File: src/rtl/dram_writer_burst.sv
// Streams DATA beats to memory as AXI4 INCR write bursts.
// One config request is one transfer; DONE pulses once all B responses return.
module dram_writer_burst #(
  parameter int DATA_W          = 64,
  parameter int BURST_LEN       = 16,
  parameter int MAX_OUTSTANDING = 4
) (
  input  logic                ACLK,
  input  logic                ARESETN,
  output logic [31:0]         M_AXI_AWADDR,
  output logic                M_AXI_AWVALID,
  input  logic                M_AXI_AWREADY,
  output logic [3:0]          M_AXI_AWLEN,
  output logic [2:0]          M_AXI_AWSIZE,
  output logic [1:0]          M_AXI_AWBURST,
  output logic [DATA_W-1:0]   M_AXI_WDATA,
  output logic [DATA_W/8-1:0] M_AXI_WSTRB,
  output logic                M_AXI_WVALID,
  input  logic                M_AXI_WREADY,
  output logic                M_AXI_WLAST,
  input  logic [1:0]          M_AXI_BRESP,
  input  logic                M_AXI_BVALID,
  output logic                M_AXI_BREADY,
  input  logic                CONFIG_VALID,
  output logic                CONFIG_READY,
  input  logic [31:0]         CONFIG_START_ADDR,
  input  logic [31:0]         CONFIG_NBYTES,
  input  logic [DATA_W-1:0]   DATA,
  input  logic                DATA_VALID,
  output logic                DATA_READY,
  output logic                DONE,
  output logic                ERROR
);

  localparam int          BEAT_BYTES = DATA_W / 8;
  localparam int          SHIFT      = $clog2(BEAT_BYTES);
  localparam logic [31:0] STRIDE     = 32'(BURST_LEN * BEAT_BYTES);
  localparam logic [31:0] BLEN       = 32'(BURST_LEN);
  localparam logic [31:0] MAXO       = 32'(MAX_OUTSTANDING);
  localparam logic [4:0]  LAST_IDX   = 5'(BURST_LEN - 1);

  typedef enum logic [1:0] {
    IDLE,
    RUN,
    FIN
  } state_t;

  state_t state;
  state_t state_nxt;

  logic [31:0] aw_addr;
  logic [31:0] aw_rem;
  logic [31:0] aw_sent;
  logic [31:0] b_recv;
  logic [31:0] w_burst;
  logic [31:0] w_rem;
  logic [4:0]  w_beat;
  logic        aw_valid;
  logic        err;

  logic [31:0] cfg_beats;
  logic [31:0] aw_cur;
  logic        w_ok;
  logic        w_last;
  logic        w_fire;
  logic        aw_fire;
  logic        b_fire;
  logic        cfg_fire;
  logic        all_done;

  assign cfg_beats = CONFIG_NBYTES >> SHIFT;
  assign aw_cur    = (aw_rem > BLEN) ? BLEN : aw_rem;
  assign w_ok      = (w_burst < aw_sent);
  assign w_last    = (w_beat == LAST_IDX) || (w_rem == 32'd1);
  assign w_fire    = (state == RUN) && DATA_VALID
                   && M_AXI_WREADY && w_ok;
  assign aw_fire   = aw_valid && M_AXI_AWREADY;
  assign b_fire    = (state == RUN) && M_AXI_BVALID;
  assign cfg_fire  = (state == IDLE) && CONFIG_VALID;
  assign all_done  = (aw_rem == 32'd0) && (w_rem == 32'd0)
                   && (b_recv == aw_sent);

  assign M_AXI_AWADDR  = aw_addr;
  assign M_AXI_AWVALID = aw_valid;
  assign M_AXI_AWLEN   = 4'(aw_cur - 32'd1);
  assign M_AXI_AWSIZE  = 3'(SHIFT);
  assign M_AXI_AWBURST = 2'b01;
  assign M_AXI_WDATA   = DATA;
  assign M_AXI_WSTRB   = '1;
  assign M_AXI_WLAST   = w_last;
  assign M_AXI_BREADY  = 1'b1;
  assign ERROR         = err;

  always_ff @(posedge ACLK) begin
    if (!ARESETN) state <= IDLE;
    else          state <= state_nxt;
  end

  always_comb begin
    state_nxt = state;
    unique case (state)
      IDLE: if (CONFIG_VALID)
              state_nxt = (cfg_beats == 32'd0) ? FIN : RUN;
      RUN:  if (all_done) state_nxt = FIN;
      FIN:  state_nxt = IDLE;
      default: state_nxt = IDLE;
    endcase
  end

  always_comb begin
    CONFIG_READY = (state == IDLE);
    DONE         = (state == FIN);
    M_AXI_WVALID = (state == RUN) && DATA_VALID && w_ok;
    DATA_READY   = (state == RUN) && M_AXI_WREADY && w_ok;
  end

  always_ff @(posedge ACLK) begin
    if (!ARESETN) begin
      aw_addr  <= '0;
      aw_rem   <= '0;
      aw_sent  <= '0;
      b_recv   <= '0;
      w_burst  <= '0;
      w_rem    <= '0;
      w_beat   <= '0;
      aw_valid <= 1'b0;
      err      <= 1'b0;
    end else if (cfg_fire) begin
      aw_addr  <= CONFIG_START_ADDR;
      aw_rem   <= cfg_beats;
      w_rem    <= cfg_beats;
      aw_sent  <= '0;
      b_recv   <= '0;
      w_burst  <= '0;
      w_beat   <= '0;
      aw_valid <= 1'b0;
      err      <= 1'b0;
    end else if (state == RUN) begin
      // Issue gate uses registered counts; a same-cycle B only loosens it.
      if (aw_fire) begin
        aw_valid <= 1'b0;
        aw_addr  <= aw_addr + STRIDE;
        aw_rem   <= aw_rem - aw_cur;
        aw_sent  <= aw_sent + 32'd1;
      end else if (!aw_valid && aw_rem != 32'd0
                   && (aw_sent - b_recv) < MAXO) begin
        aw_valid <= 1'b1;
      end
      if (w_fire) begin
        w_rem <= w_rem - 32'd1;
        if (w_last) begin
          w_beat  <= '0;
          w_burst <= w_burst + 32'd1;
        end else begin
          w_beat  <= w_beat + 5'd1;
        end
      end
      if (b_fire) begin
        b_recv <= b_recv + 32'd1;
        if (M_AXI_BRESP != 2'b00) err <= 1'b1;
      end
    end
  end

endmodule
File: config.mk
export PLATFORM = sky130hd
export DESIGN_NAME = dram_writer_burst
export DESIGN_NICKNAME = d
export VERILOG_FILES = /design/src/rtl/dram_writer_burst.sv
export SDC_FILE = /design/constraint.sdc
export NUM_CORES = 1
export LEC_CHECK = 0
export CAP_MARGIN = 20
export CORE_UTILIZATION = 45
export DETAILED_ROUTE_END_ITERATION = 8
export PLACE_DENSITY = 0.71
export SLEW_MARGIN = 0
export SYNTH_ARGS = -nofsm -noshare
export SYNTH_HDL_FRONTEND = slang
export SYNTH_SLANG_ARGS = --single-unit
File: constraint.sdc
create_clock -name ACLK -period 5.05 [get_ports ACLK]
set_input_delay 0.505 -clock ACLK [delete_from_list [all_inputs] [get_ports ACLK]]
set_output_delay 0.505 -clock ACLK [all_outputs]
set_load 0.02 [all_outputs]
==> results.tsv <==
metric	value	unit
crit_path_end_kind	output port	
setup_ws_final	0.780	ns
die-width	173	um
critPathMaxFanout	7	
finalPower	4.06	mW
final-max-slew-violation-count	0	
clock-skew-final	0.0208	ns
maxCapViolCount	0	
grt_util_all_layers	24.3	%
final_area	14900	sq um
startpoint	aw_sent[5]$_SDFFE_PP0P_	
maxSlewHeadroom	34.1	%
clkSlewWorstSetupHoldPaths	0.06	ns
worstPathCellList	inv_1, ha_1, a21o_1, a21o_1, a21oi_1, nor3_1, o31a_1, o2111ai_1, nor2b_1, and2_1, clkdlybuf4s50_1	
cellLeakagePower	5.50	nW
post_synth_num_cell_types	76	
timing_hold_violations_final	0	
syn_to_final_growth	12.6	%
grt_overflow	0	
initial_util	45.9	%
route.vias.total	12800	
cts_tree	built	
antenna-diode-count	0	
finalNetCount	1975	
crit_path_arrival_time	3.76	ns
result_of_the_run	finished clean	
number_of_global_route_vias_before_repair	12300	
postSynthAreaPerCell	7.52	sq um
grt_first_pass_wirelength	61200	um
tritoncts.num_buffers	25	
worst_path_dominant_cell_family	compound AO/OA/AOI/OAI gates	
floorplan.die_area	30100	sq um
worstHoldPathType	reg2reg	
number_of_antenna_violations_at_the_first_check_in_global_routing	0	
synthCells	1759	
cts_hold_buffers_added	0	
cp_slowest_cell	clkdlybuf4s50_1	
detail_route.drc_violations	0	
maximum_level_of_the_cts_h_tree	1	
timing.final.setup_violations	0	
postCtsSetupBuffers	0	
row_count	62	
worst-slew-pin-transition	0.988	ns
chipHeight	173	um
hold-worst-slack	0.449	ns
clock_tree_buf_depth	3	
drt_pre_antenna_iters	6	
clk_latency	0.55	ns
path_buf_inv	2	
synth_edf_count	0	
routed_wirelength	37300	um
num-fill-cells	2749	
asyncSetResetFlopFracSynth	0	%
finalCritPeriodShare	84.6	%
synth-main-ff-cell	dfxtp_1	
fmax	234	MHz
mostFrequentLayoutCells	nor2_1, dfxtp_1, nand2_1	
required	4.55	ns
fp.coreArea	28800	sq um
dp_worst_setup_slack	1.15	ns
power.density_cell_area	273	nW/um^2
detail-route-antenna-nets	0	
clock_sink_count	201	
timing.setup.critical_path_class	reg2out	
boundaryPins	258	
grt_start_max_net_pins	85	
wl_per_cell	17.2	um
cp-start-kind	register	
place.detailed.hpwl	26700	um
gpl.final_weighted_congestion	0.946	
yosysWarningCount	0	
crit_path_max_incr_delay	0.59	ns
cts_resized	0	
layout.cells.most_common	nor2_1	
layout_min_cycle_time	4.27	ns
grt_setup_unrepaired	no	
worst_flop_to_flop_path_startpoint	aw_rem[15]$_SDFFE_PN0P_	
cts.root.buffer_cell	clkbuf_16	
post_route_cells_drive_above_1_share	4.44	%
holdCritStartpoint	aw_rem[31]$_SDFFE_PP0P_	
tns	0	ns
peakVddDrop	0.000248	V
syn-cell-area	13200	sq um
yosysSeqAreaShare	30.4	%
synth-seq-cells	201	
io_buffer_count	112	
crit_top_cell	a21o_1	
placed_area	14100	sq um
drt_first_iter_violations	1044	
route.detailed.vias_per_inst	5.91	
-- cells by family (layout without fill, tap and decap cells) --
kind of cell | after synthesis | count (layout) | synth area share, %
xor+xnor | 103 | 103 | 6.82
buf+inv | 241 | 250 | 9.18
other cells | 2 | 15 | 0.0568
mux | 12 | 12 | 0.937
compound gates | 413 | 413 | 19.2
simple gates | 715 | 715 | 26.5
fa+ha+maj | 72 | 72 | 6.81
flops | 201 | 201 | 30.4
-- state kept, by name, indices dropped and copies added, names as in the netlist --
register / cells
M_AXI_AWADDR: 32
b_recv: 32
aw_sent: 32
w_rem: 32
w_burst: 32
state: 2
w_beat: 5
M_AXI_AWVALID: 1
aw_rem: 32
ERROR: 1
-- stage by stage --
step / std cells / util (%)
floorplan: 1772 / -
finish: 2165 / 51.7
CTS: 2165 / 51.7
global placement: 2123 / 48.9
global route: 2165 / 51.7
detailed placement: 2123 / 48.9
-- synthesized netlist by cell type (4+ instances only) --
cell type	count	area, sq um
a31oi_1	18	113
o311ai_0	8	70.1
or3_1	31	194
xor2_1	20	175
and3_1	30	188
a21o_1	15	113
nand2_1	169	634
o21bai_1	5	37.5
buf_4	78	586
o2111ai_1	7	61.3
o22ai_1	4	25.0
nor3_1	55	275
o211ai_1	11	82.6
and2_1	9	56.3
nand4_1	36	225
ha_1	72	901
mux2i_1	9	90.1
nand2b_1	7	43.8
clkbuf_1	71	267
o31ai_1	5	37.5
nor4_1	38	238
nor2_1	216	811
nand3_1	54	270
or2_2	11	68.8
a21oi_1	150	751
nor3b_1	5	37.5
o21ai_0	102	510
a221oi_1	18	158
and4_1	12	105
xnor2_1	83	727
a222oi_1	8	80.1
o21a_1	9	67.6
nand3b_1	4	30.0
a211oi_1	15	113
or4_1	9	67.6
dfxtp_1	201	4020
inv_1	83	312
nor2b_1	9	56.3
buf_1	5	18.8
a22oi_1	14	105
a2111oi_0	4	35.0
-- area by class of cell --
| class | count | area [sq um] | share of cell area (%) |
|---|---|---|---|
| Multi-Input combinational cell | 1330 | 8050 | 54.1 |
| Sequential cell | 201 | 4020 | 27.0 |
| Timing Repair Buffer | 124 | 1210 | 8.14 |
| Clock buffer | 38 | 744 | 5.00 |
| Tap cell | 384 | 480 | 3.23 |
| Inverter | 84 | 315 | 2.12 |
| Clock inverter | 4 | 62.6 | 0.420 |
-- layer usage --
layer / track usage, % / vias up / share of wire [%]
li1: - / 6206 / -
met1: 30.6 / 6044 / 44
met2: 40.6 / 435 / 45
met3: 5.02 / 104 / 7.5
met4: 9.40 / 0 / 3.8
met5: 0 / - / 0
-- worst reg2reg max path, stage by stage, from the launching register on --
cell and delay, ns:
dfxtp_1 0.35, or4_1 0.62, nor3_1 0.47, nand3_1 0.18, a211oi_1 0.29, buf_4 0.20, nand2b_1 0.11, ha_1 0.30
a41oi_1 0.18, o2111ai_1 0.39, or2_1 0.27, nor3_1 0.10, a222oi_1 0.34, nor2_1 0.08
-- power by group --
group	internal (mW)	switching (mW)	total (mW)	leakage, nW
clock network	1.06	0.727	1.79	0.393
registers	1.64	0.0630	1.71	1.63
logic	0.224	0.340	0.564	3.47
total	2.93	1.13	4.06	5.50
-- worst paths after layout --
check,endpoint,slack (ns),cells past startpoint
hold / removal,aw_rem[31]$_SDFFE_PP0P_,0.45,2
hold reg to reg,aw_rem[31]$_SDFFE_PP0P_,0.45,2
setup reg to reg,aw_rem[28]$_SDFFE_PN0P_,1.02,13
setup / recovery,DATA_READY,0.78,11
Power figures use the tool's default switching activity.
